===== config.mk =====
export PLATFORM = sky130hd
export DESIGN_NAME = systolic_feeder_flat
export DESIGN_NICKNAME = d
export VERILOG_FILES = /design/src/rtl/systolic_feeder_if.sv /design/src/rtl/systolic_feeder.sv /design/src/flat_wrapper.sv
export SDC_FILE = /design/constraint.sdc
export NUM_CORES = 1
export LEC_CHECK = 0
export ABC_AREA = 0
export ABC_CLOCK_PERIOD_IN_PS = 2300
export CAP_MARGIN = 5
export CORE_MARGIN = 10
export CORE_UTILIZATION = 53
export DETAILED_ROUTE_END_ITERATION = 7
export PLACE_DENSITY = 0.76
export SYNTH_ARGS = -nofsm -noshare
export SYNTH_HDL_FRONTEND = slang
export SYNTH_SLANG_ARGS = --single-unit

===== constraint.sdc =====
create_clock -name clk -period 2.3 [get_ports clk]
set_clock_uncertainty 0.2 [all_clocks]
set_input_delay 0.345 -clock clk [delete_from_list [all_inputs] [get_ports clk]]
set_output_delay 0.345 -clock clk [all_outputs]
set_load 0.01 [all_outputs]

===== src/rtl/systolic_feeder_if.sv =====
// systolic_feeder_if: matrix load port (valid/ready) between an operand
// source (master) and the systolic feeder (slave).
interface systolic_feeder_if #(
   parameter int N      = 4,
   parameter int DATA_W = 8
);
   logic                   load_valid;
   logic                   load_ready;
   logic                   load_sel;    // 0 = A bank, 1 = B bank
   logic [$clog2(N)-1:0]   load_row;
   logic [N*DATA_W-1:0]    load_data;   // element k at [k*DATA_W +: DATA_W]

   modport master (
      output load_valid, load_sel, load_row, load_data,
      input  load_ready
   );

   modport slave (
      input  load_valid, load_sel, load_row, load_data,
      output load_ready
   );
endinterface


===== src/rtl/systolic_feeder.sv =====
// systolic_feeder: buffers one A and one B matrix, then pulses the array
// reset and drives skewed, zero-padded wavefronts onto the left (A) and
// top (B) edges of an N x N systolic array. Signals done once the last
// operand has passed PE(N-1,N-1).
// Optional feature macro SPARSE_MASK_EN: adds per-edge nonzero flags
// (a_nz, b_nz) and a per-run count of zero operands in non-padding slots.
module systolic_feeder #(
   parameter int N      = 4,
   parameter int DATA_W = 8
) (
   input  logic                  clk,
   input  logic                  rst_n,
   systolic_feeder_if.slave      ld,
   input  logic                  start,
   output logic                  busy,
   output logic                  done,
   output logic                  arr_rst,
   output logic [DATA_W-1:0]     a_edge [N],
   output logic [DATA_W-1:0]     b_edge [N]
`ifdef SPARSE_MASK_EN
   ,
   output logic [N-1:0]          a_nz,
   output logic [N-1:0]          b_nz,
   output logic [$clog2(2*N*N):0] skip_cnt
`endif
);

   localparam int              T_W    = $clog2(3*N) + 1;
   localparam logic [T_W-1:0]  T_LAST = T_W'(3*N - 2);

   typedef enum logic [1:0] {
      S_IDLE,
      S_CLR,
      S_FEED,
      S_DONE
   } state_t;

   state_t                r_state;
   state_t                w_state_nxt;
   logic [T_W-1:0]        r_t;
   logic [T_W-1:0]        w_t_nxt;
   logic                  w_feed_nxt;
   logic                  w_load_fire;

   logic [DATA_W-1:0]     r_abuf [N][N];
   logic [DATA_W-1:0]     r_bbuf [N][N];
   logic [DATA_W-1:0]     w_a_nxt [N];
   logic [DATA_W-1:0]     w_b_nxt [N];

   // Loads are only taken in IDLE, and never while the reset is held.
   assign ld.load_ready = rst_n && (r_state == S_IDLE);
   assign w_load_fire   = ld.load_valid && ld.load_ready;

   // State register and feed counter.
   always_ff @(posedge clk or negedge rst_n) begin
      if (!rst_n) begin
         r_state <= S_IDLE;
         r_t     <= '0;
      end else begin
         r_state <= w_state_nxt;
         r_t     <= w_t_nxt;
      end
   end

   // Next state, next counter value and state-decoded control outputs.
   always_comb begin
      w_state_nxt = r_state;
      w_t_nxt     = '0;
      busy        = 1'b0;
      done        = 1'b0;
      arr_rst     = 1'b0;
      case (r_state)
         S_IDLE: begin
            arr_rst = 1'b1;
            if (start) w_state_nxt = S_CLR;
         end
         S_CLR: begin
            arr_rst     = 1'b1;
            busy        = 1'b1;
            w_state_nxt = S_FEED;
         end
         S_FEED: begin
            busy = 1'b1;
            if (r_t == T_LAST) w_state_nxt = S_DONE;
            else               w_t_nxt     = r_t + 1'b1;
         end
         S_DONE: begin
            busy        = 1'b1;
            done        = 1'b1;
            w_state_nxt = S_IDLE;
         end
         default: w_state_nxt = S_IDLE;
      endcase
      w_feed_nxt = (w_state_nxt == S_FEED);
   end

   // Operand banks: cleared only by rst_n, written row-wise by load beats.
   always_ff @(posedge clk or negedge rst_n) begin
      if (!rst_n) begin
         for (int r = 0; r < N; r++) begin
            for (int k = 0; k < N; k++) begin
               r_abuf[r][k] <= '0;
               r_bbuf[r][k] <= '0;
            end
         end
      end else if (w_load_fire) begin
         for (int k = 0; k < N; k++) begin
            if (ld.load_sel) r_bbuf[ld.load_row][k] <= ld.load_data[k*DATA_W +: DATA_W];
            else             r_abuf[ld.load_row][k] <= ld.load_data[k*DATA_W +: DATA_W];
         end
      end
   end

   // Skewed operands for the next cycle's counter value; the edge registers
   // then present slot t in the same cycle the array counts t.
   always_comb begin
      for (int i = 0; i < N; i++) begin
         w_a_nxt[i] = '0;
         w_b_nxt[i] = '0;
      end
      if (w_feed_nxt) begin
         for (int i = 0; i < N; i++) begin
            for (int k = 0; k < N; k++) begin
               if (int'(w_t_nxt) == i + k) begin
                  w_a_nxt[i] = r_abuf[i][k];
                  w_b_nxt[i] = r_bbuf[k][i];
               end
            end
         end
      end
   end

   // Edge registers; zero outside FEED and forced to zero by reset.
   always_ff @(posedge clk or negedge rst_n) begin
      if (!rst_n) begin
         for (int i = 0; i < N; i++) begin
            a_edge[i] <= '0;
            b_edge[i] <= '0;
         end
      end else begin
         for (int i = 0; i < N; i++) begin
            a_edge[i] <= w_a_nxt[i];
            b_edge[i] <= w_b_nxt[i];
         end
      end
   end

`ifdef SPARSE_MASK_EN
   logic [N-1:0]             w_slot;
   logic [$clog2(2*N*N):0]   w_zero_cnt;

   // Zero operands that fall in real (non-padding) slots of the next cycle.
   always_comb begin
      w_zero_cnt = '0;
      for (int i = 0; i < N; i++) begin
         w_slot[i] = w_feed_nxt && (int'(w_t_nxt) >= i) && (int'(w_t_nxt) < i + N);
         if (w_slot[i] && (w_a_nxt[i] == '0)) w_zero_cnt = w_zero_cnt + 1'b1;
         if (w_slot[i] && (w_b_nxt[i] == '0)) w_zero_cnt = w_zero_cnt + 1'b1;
      end
   end

   // Nonzero flags track the edge registers; skip count restarts on each run.
   always_ff @(posedge clk or negedge rst_n) begin
      if (!rst_n) begin
         a_nz     <= '0;
         b_nz     <= '0;
         skip_cnt <= '0;
      end else begin
         for (int i = 0; i < N; i++) begin
            a_nz[i] <= (w_a_nxt[i] != '0);
            b_nz[i] <= (w_b_nxt[i] != '0);
         end
         if (w_state_nxt == S_CLR) skip_cnt <= '0;
         else if (w_feed_nxt)      skip_cnt <= skip_cnt + w_zero_cnt;
      end
   end
`endif

endmodule


===== src/flat_wrapper.sv =====
// flat-port wrapper written by rule: the top's interface ports become plain ports
module systolic_feeder_flat 
#(
   parameter int N      = 4,
   parameter int DATA_W = 8
)
  (clk, rst_n, start, busy, done, arr_rst, a_edge, b_edge, ld_load_valid, ld_load_sel, ld_load_row, ld_load_data, ld_load_ready);
  systolic_feeder_if #(.N(N), .DATA_W(DATA_W)) ld_i ();
  input  logic clk;
  input  logic rst_n;
  input  logic start;
  output logic busy;
  output logic done;
  output logic arr_rst;
  output logic [DATA_W-1:0] a_edge[N];
  output logic [DATA_W-1:0] b_edge[N];
  input wire logic [$bits(ld_i.load_valid)-1:0] ld_load_valid;
  input wire logic [$bits(ld_i.load_sel)-1:0] ld_load_sel;
  input wire logic [$bits(ld_i.load_row)-1:0] ld_load_row;
  input wire logic [$bits(ld_i.load_data)-1:0] ld_load_data;
  output wire logic [$bits(ld_i.load_ready)-1:0] ld_load_ready;
  assign ld_i.load_valid = ld_load_valid;
  assign ld_i.load_sel = ld_load_sel;
  assign ld_i.load_row = ld_load_row;
  assign ld_i.load_data = ld_load_data;
  assign ld_load_ready = ld_i.load_ready;
  systolic_feeder #(.N(N), .DATA_W(DATA_W)) u_core (.clk(clk), .rst_n(rst_n), .ld(ld_i), .start(start), .busy(busy), .done(done), .arr_rst(arr_rst), .a_edge(a_edge), .b_edge(b_edge));
endmodule

==> impl_table.tex <==
\begin{tabular}{lr}
\hline
Metric & Value \\
\hline
\multicolumn{2}{l}{\textbf{Clocking}} \\
Clock buffer depth & 3 \\
Buffer type at the clock tree root & clkbuf\_16 \\
Cts bufs inserted & 35 \\
Clk slew on worst S/H paths & 0.06 ns \\
TritonCTS clock tree & done \\
Clk Latency, worst-skew pair & 0.52 ns \\
Total number of H-tree levels & 2 \\
Number of sinks on the clock net & 327 \\
\multicolumn{2}{l}{\textbf{Synth}} \\
Area share of the largest cell type after synthesis & 58.2\% \\
Most frequent cell after synthesis & dfrtp\_1 \\
Number of enable flip-flop cells after synthesis & 0 \\
Cell area after synthesis & 14100 sq um \\
Post-synthesis sequential area ratio & 58.2\% \\
Async set or reset register ratio after synthesis & 100\% \\
Flip-flop and latch count after synthesis & 327 \\
Count of different cell masters after synthesis & 49 \\
Dominant cells by area after synthesis & dfrtp\_1, mux2\_2, a22oi\_1 \\
Syn avg cell area & 13.5 sq um \\
Cells after Synth & 1041 \\
Cell accounting for the most synthesized area & dfrtp\_1 \\
Most frequently used flop master after synthesis & dfrtp\_1 \\
Most common library cells after synthesis & dfrtp\_1, mux2\_2, a22oi\_1 \\
Mapped Nets & 1086 \\
Number of warnings reported in the yosys synthesis log & 0 \\
\multicolumn{2}{l}{\textbf{Floorplan}} \\
Initial cell density of the core & 54.0\% \\
Vertical die dimension & 183 um \\
Total die area & 33400 sq um \\
Number of primary I/O pins & 107 \\
Standard-cell row count & 59 \\
Die outline width & 183 um \\
Core region area & 26100 sq um \\
\multicolumn{2}{l}{\textbf{Worst setup path}} \\
Critical path's largest stage delay & 0.43 ns \\
Category of cells accounting for the largest share of critical-path delay & buffers and inverters \\
Biggest fanout along the worst timing path & 7 \\
CP max-delay cell & dfrtp\_2 \\
Worst Path Buf+Inv & 5 \\
CP required & 2.50 ns \\
Cell-by-cell listing of the critical path & inv\_2 -> ha\_4 -> o211ai\_1 -> buf\_4 -> nor3\_4 -> buf\_12 -> buf\_4 -> buf\_4 -> a22oi\_1 -> a311oi\_1 \\
Type of the worst setup path & register to register \\
Cell repeated most along the worst path & buf\_4 \\
Data arrival, critical path & 2.61 ns \\
Type of element capturing the critical path & register \\
Critical Path Start Type & register \\
\multicolumn{2}{l}{\textbf{Power}} \\
Sw Ratio & 33.4\% \\
Max VDD drop & 788 uV \\
Combinational Power Share & 37.5\% \\
Power share of the clock group & 24.4\% \\
Leak pwr & 7.99 nW \\
Power density normalized to cell area & 1240 nW/um\^{}2 \\
Net switching component of the power & 7.43 mW \\
Internal & 14.8 mW \\
Reg power frac & 38.0\% \\
\multicolumn{2}{l}{\textbf{Placement}} \\
Placed Area & 16300 sq um \\
Post-detail-place hpwl & 23800 um \\
Final weighted congestion of routability-driven global placement & 0.858 \\
Setup slack at placement & -0.153 ns \\
Number of buffers added on ports & 106 \\
Post-Place Cells & 1479 \\
\multicolumn{2}{l}{\textbf{Final layout}} \\
Proportion of layout cells with a drive suffix above 1 & 40.0\% \\
Total number of nets in the final design & 1255 \\
Footprint of the multi-input gates & 5680 sq um \\
Post-route non-filler standard cell count & 1570 \\
Register cell area after layout & 8190 sq um \\
Fillers & 1791 \\
Layout overhead on the synthesized area & 26.9\% \\
Post-layout util & 68.5\% \\
Cell area after layout & 17800 sq um \\
\multicolumn{2}{l}{\textbf{Global route}} \\
Initial antenna violation count & 1 \\
Total overflow reported by the global router & 0 \\
Largest net degree at the start of global routing & 146 \\
Number of global-route vias before repair & 9960 \\
Tot GR Track Use & 21.9\% \\
First-pass GRT wire length & 58000 um \\
\multicolumn{2}{l}{\textbf{Timing}} \\
Count of endpoints failing setup in the final report & 16 \\
Crit path time final & 2.41 ns \\
Final Max Tran Viols & 0 \\
Slew of the pin with the lowest slew margin & 0.800 ns \\
Worst-case setup margin in the final layout & -0.115 ns \\
Number of hold-slack violations in the final timing report & 0 \\
Setup repair after global routing missed its margin & yes \\
Final cycle utilization of the critical path & 105\% \\
Normalized max-slew margin & 46.7\% \\
Highest clock frequency the design can meet & 414 MHz \\
\multicolumn{2}{l}{\textbf{Hold path}} \\
Type of the most critical hold path & primary input to asynchronous set/reset pin \\
\multicolumn{2}{l}{\textbf{Run}} \\
Count of max-cap constraint violations & 0 \\
\multicolumn{2}{l}{\textbf{Drt}} \\
Routed WL & 39300 um \\
Post-DR vias/cell & 6.24 \\
Number of vias in the routed layout & 9803 \\
Wire length per cell & 25.0 um \\
DR pass1 iterations & 8 \\
Number of nets with antenna violations after detailed routing & 0 \\
Residual DRC & 2 \\
Initial detailed-routing violation count & 848 \\
\multicolumn{2}{l}{\textbf{Status}} \\
Result of the run & finished with violations \\
Violations in the final reports & DRC, setup timing \\
\hline
\end{tabular}
repair_timing:
action,4_1_cts,5_1_grt
gates cloned,0,4
hold buffers,1,0
endpoints found under the hold margin,327,0
gates resized for setup,18,32
setup endpoints to repair,52,82
pin swaps,0,30
buffers inserted,1,25
power groups by stage:
stage	combinational, mW	sequential (mW)	clock [mW]
after floorplan	4.49	8.24	0
after global placement	7.34	8.38	0
after detailed placement	7.50	8.46	0
after CTS	7.61	8.39	5.48
after global routing	8.85	8.62	5.74
final	8.34	8.45	5.43
cell type report:
class,count,share of cell area (%)
antenna,1,0.0140
clock buffer,54,5.81
clock inverter,7,0.372
inverter,5,0.105
multi-input combinational,624,31.8
sequential,327,45.9
tap,335,2.35
timing repair buffer,217,13.7
stage by stage:
stage	power, mW	setup TNS (ns)	hold slack [ns]
2_1_floorplan	12.7	0	-0.151
3_3_place_gp	15.7	-0.196	0.258
3_5_place_dp	16.0	-4.59	0.244
4_1_cts	21.5	-0.0327	0.277
5_1_grt	23.2	-2.88	0.309
6_report	22.2	-0.688	0.296
layer usage:
metal  GRT usage, %  wire length [um]
met5              0                 0
met4           6.04              1040
met3           4.67              2850
met2           35.9             19200
met1           29.0             16200
registers in the layout, indices dropped and copies added, names as in the netlist:
| name | flops |
|---|---|
| u_core.r_t | 5 |
| u_core.r_state | 2 |
| u_core.b_edge | 32 |
| u_core.a_edge | 32 |
| u_core.r_abuf | 128 |
| u_core.r_bbuf | 128 |
path summary, 6_finish.rpt:
path,depth (start not counted),end,startpoint,slack (ns)
min reg2reg,1,u_core.r_bbuf[93]$_DFFE_PN0P_,u_core.r_bbuf[93]$_DFFE_PN0P_,0.30
min in group clk,1,u_core.r_bbuf[93]$_DFFE_PN0P_,u_core.r_bbuf[93]$_DFFE_PN0P_,0.30
max reg2reg,10,u_core.b_edge[9]$_DFF_PN0_,u_core.r_t[0]$_DFF_PN0_,-0.11
min,3,u_core.r_bbuf[39]$_DFFE_PN0P_,rst_n,0.30
max in group asynchronous,3,u_core.r_abuf[66]$_DFFE_PN0P_,rst_n,0.91
max,10,u_core.b_edge[9]$_DFF_PN0_,u_core.r_t[0]$_DFF_PN0_,-0.11
kinds of logic after synthesis:
| group | Yosys count | share of synthesized area (%) |
|---|---|---|
| AO/OA/AOI/OAI | 192 | 10.8 |
| XOR/XNOR | 2 | 0.125 |
| adder cells (fa/ha/maj) | 6 | 0.534 |
| buffers and inverters | 90 | 3.02 |
| flip-flops | 327 | 58.2 |
| multiplexers | 272 | 21.8 |
| AND/OR/NAND/NOR | 152 | 5.54 |
tightest hold or removal path, stage by stage:
cell and delay [ns]:
dlygate4sd3_1 0.57, buf_8 0.14, buf_12 0.35
layout by cell type (no fill, tap or decap), drive strengths merged, types with 14 or more instances in the layout:
cell	count
a211oi	16
a21oi	20
a222oi	15
a22oi	48
a311oi	16
buf	108
clkbuf	58
clkdlybuf4s50	101
dfrtp	327
mux2	272
nand2	36
nand2b	22
nand3	37
nor2	14
nor3	18
o211ai	33
o22ai	31
No activity file was read; power rests on OpenSTA's default activity.
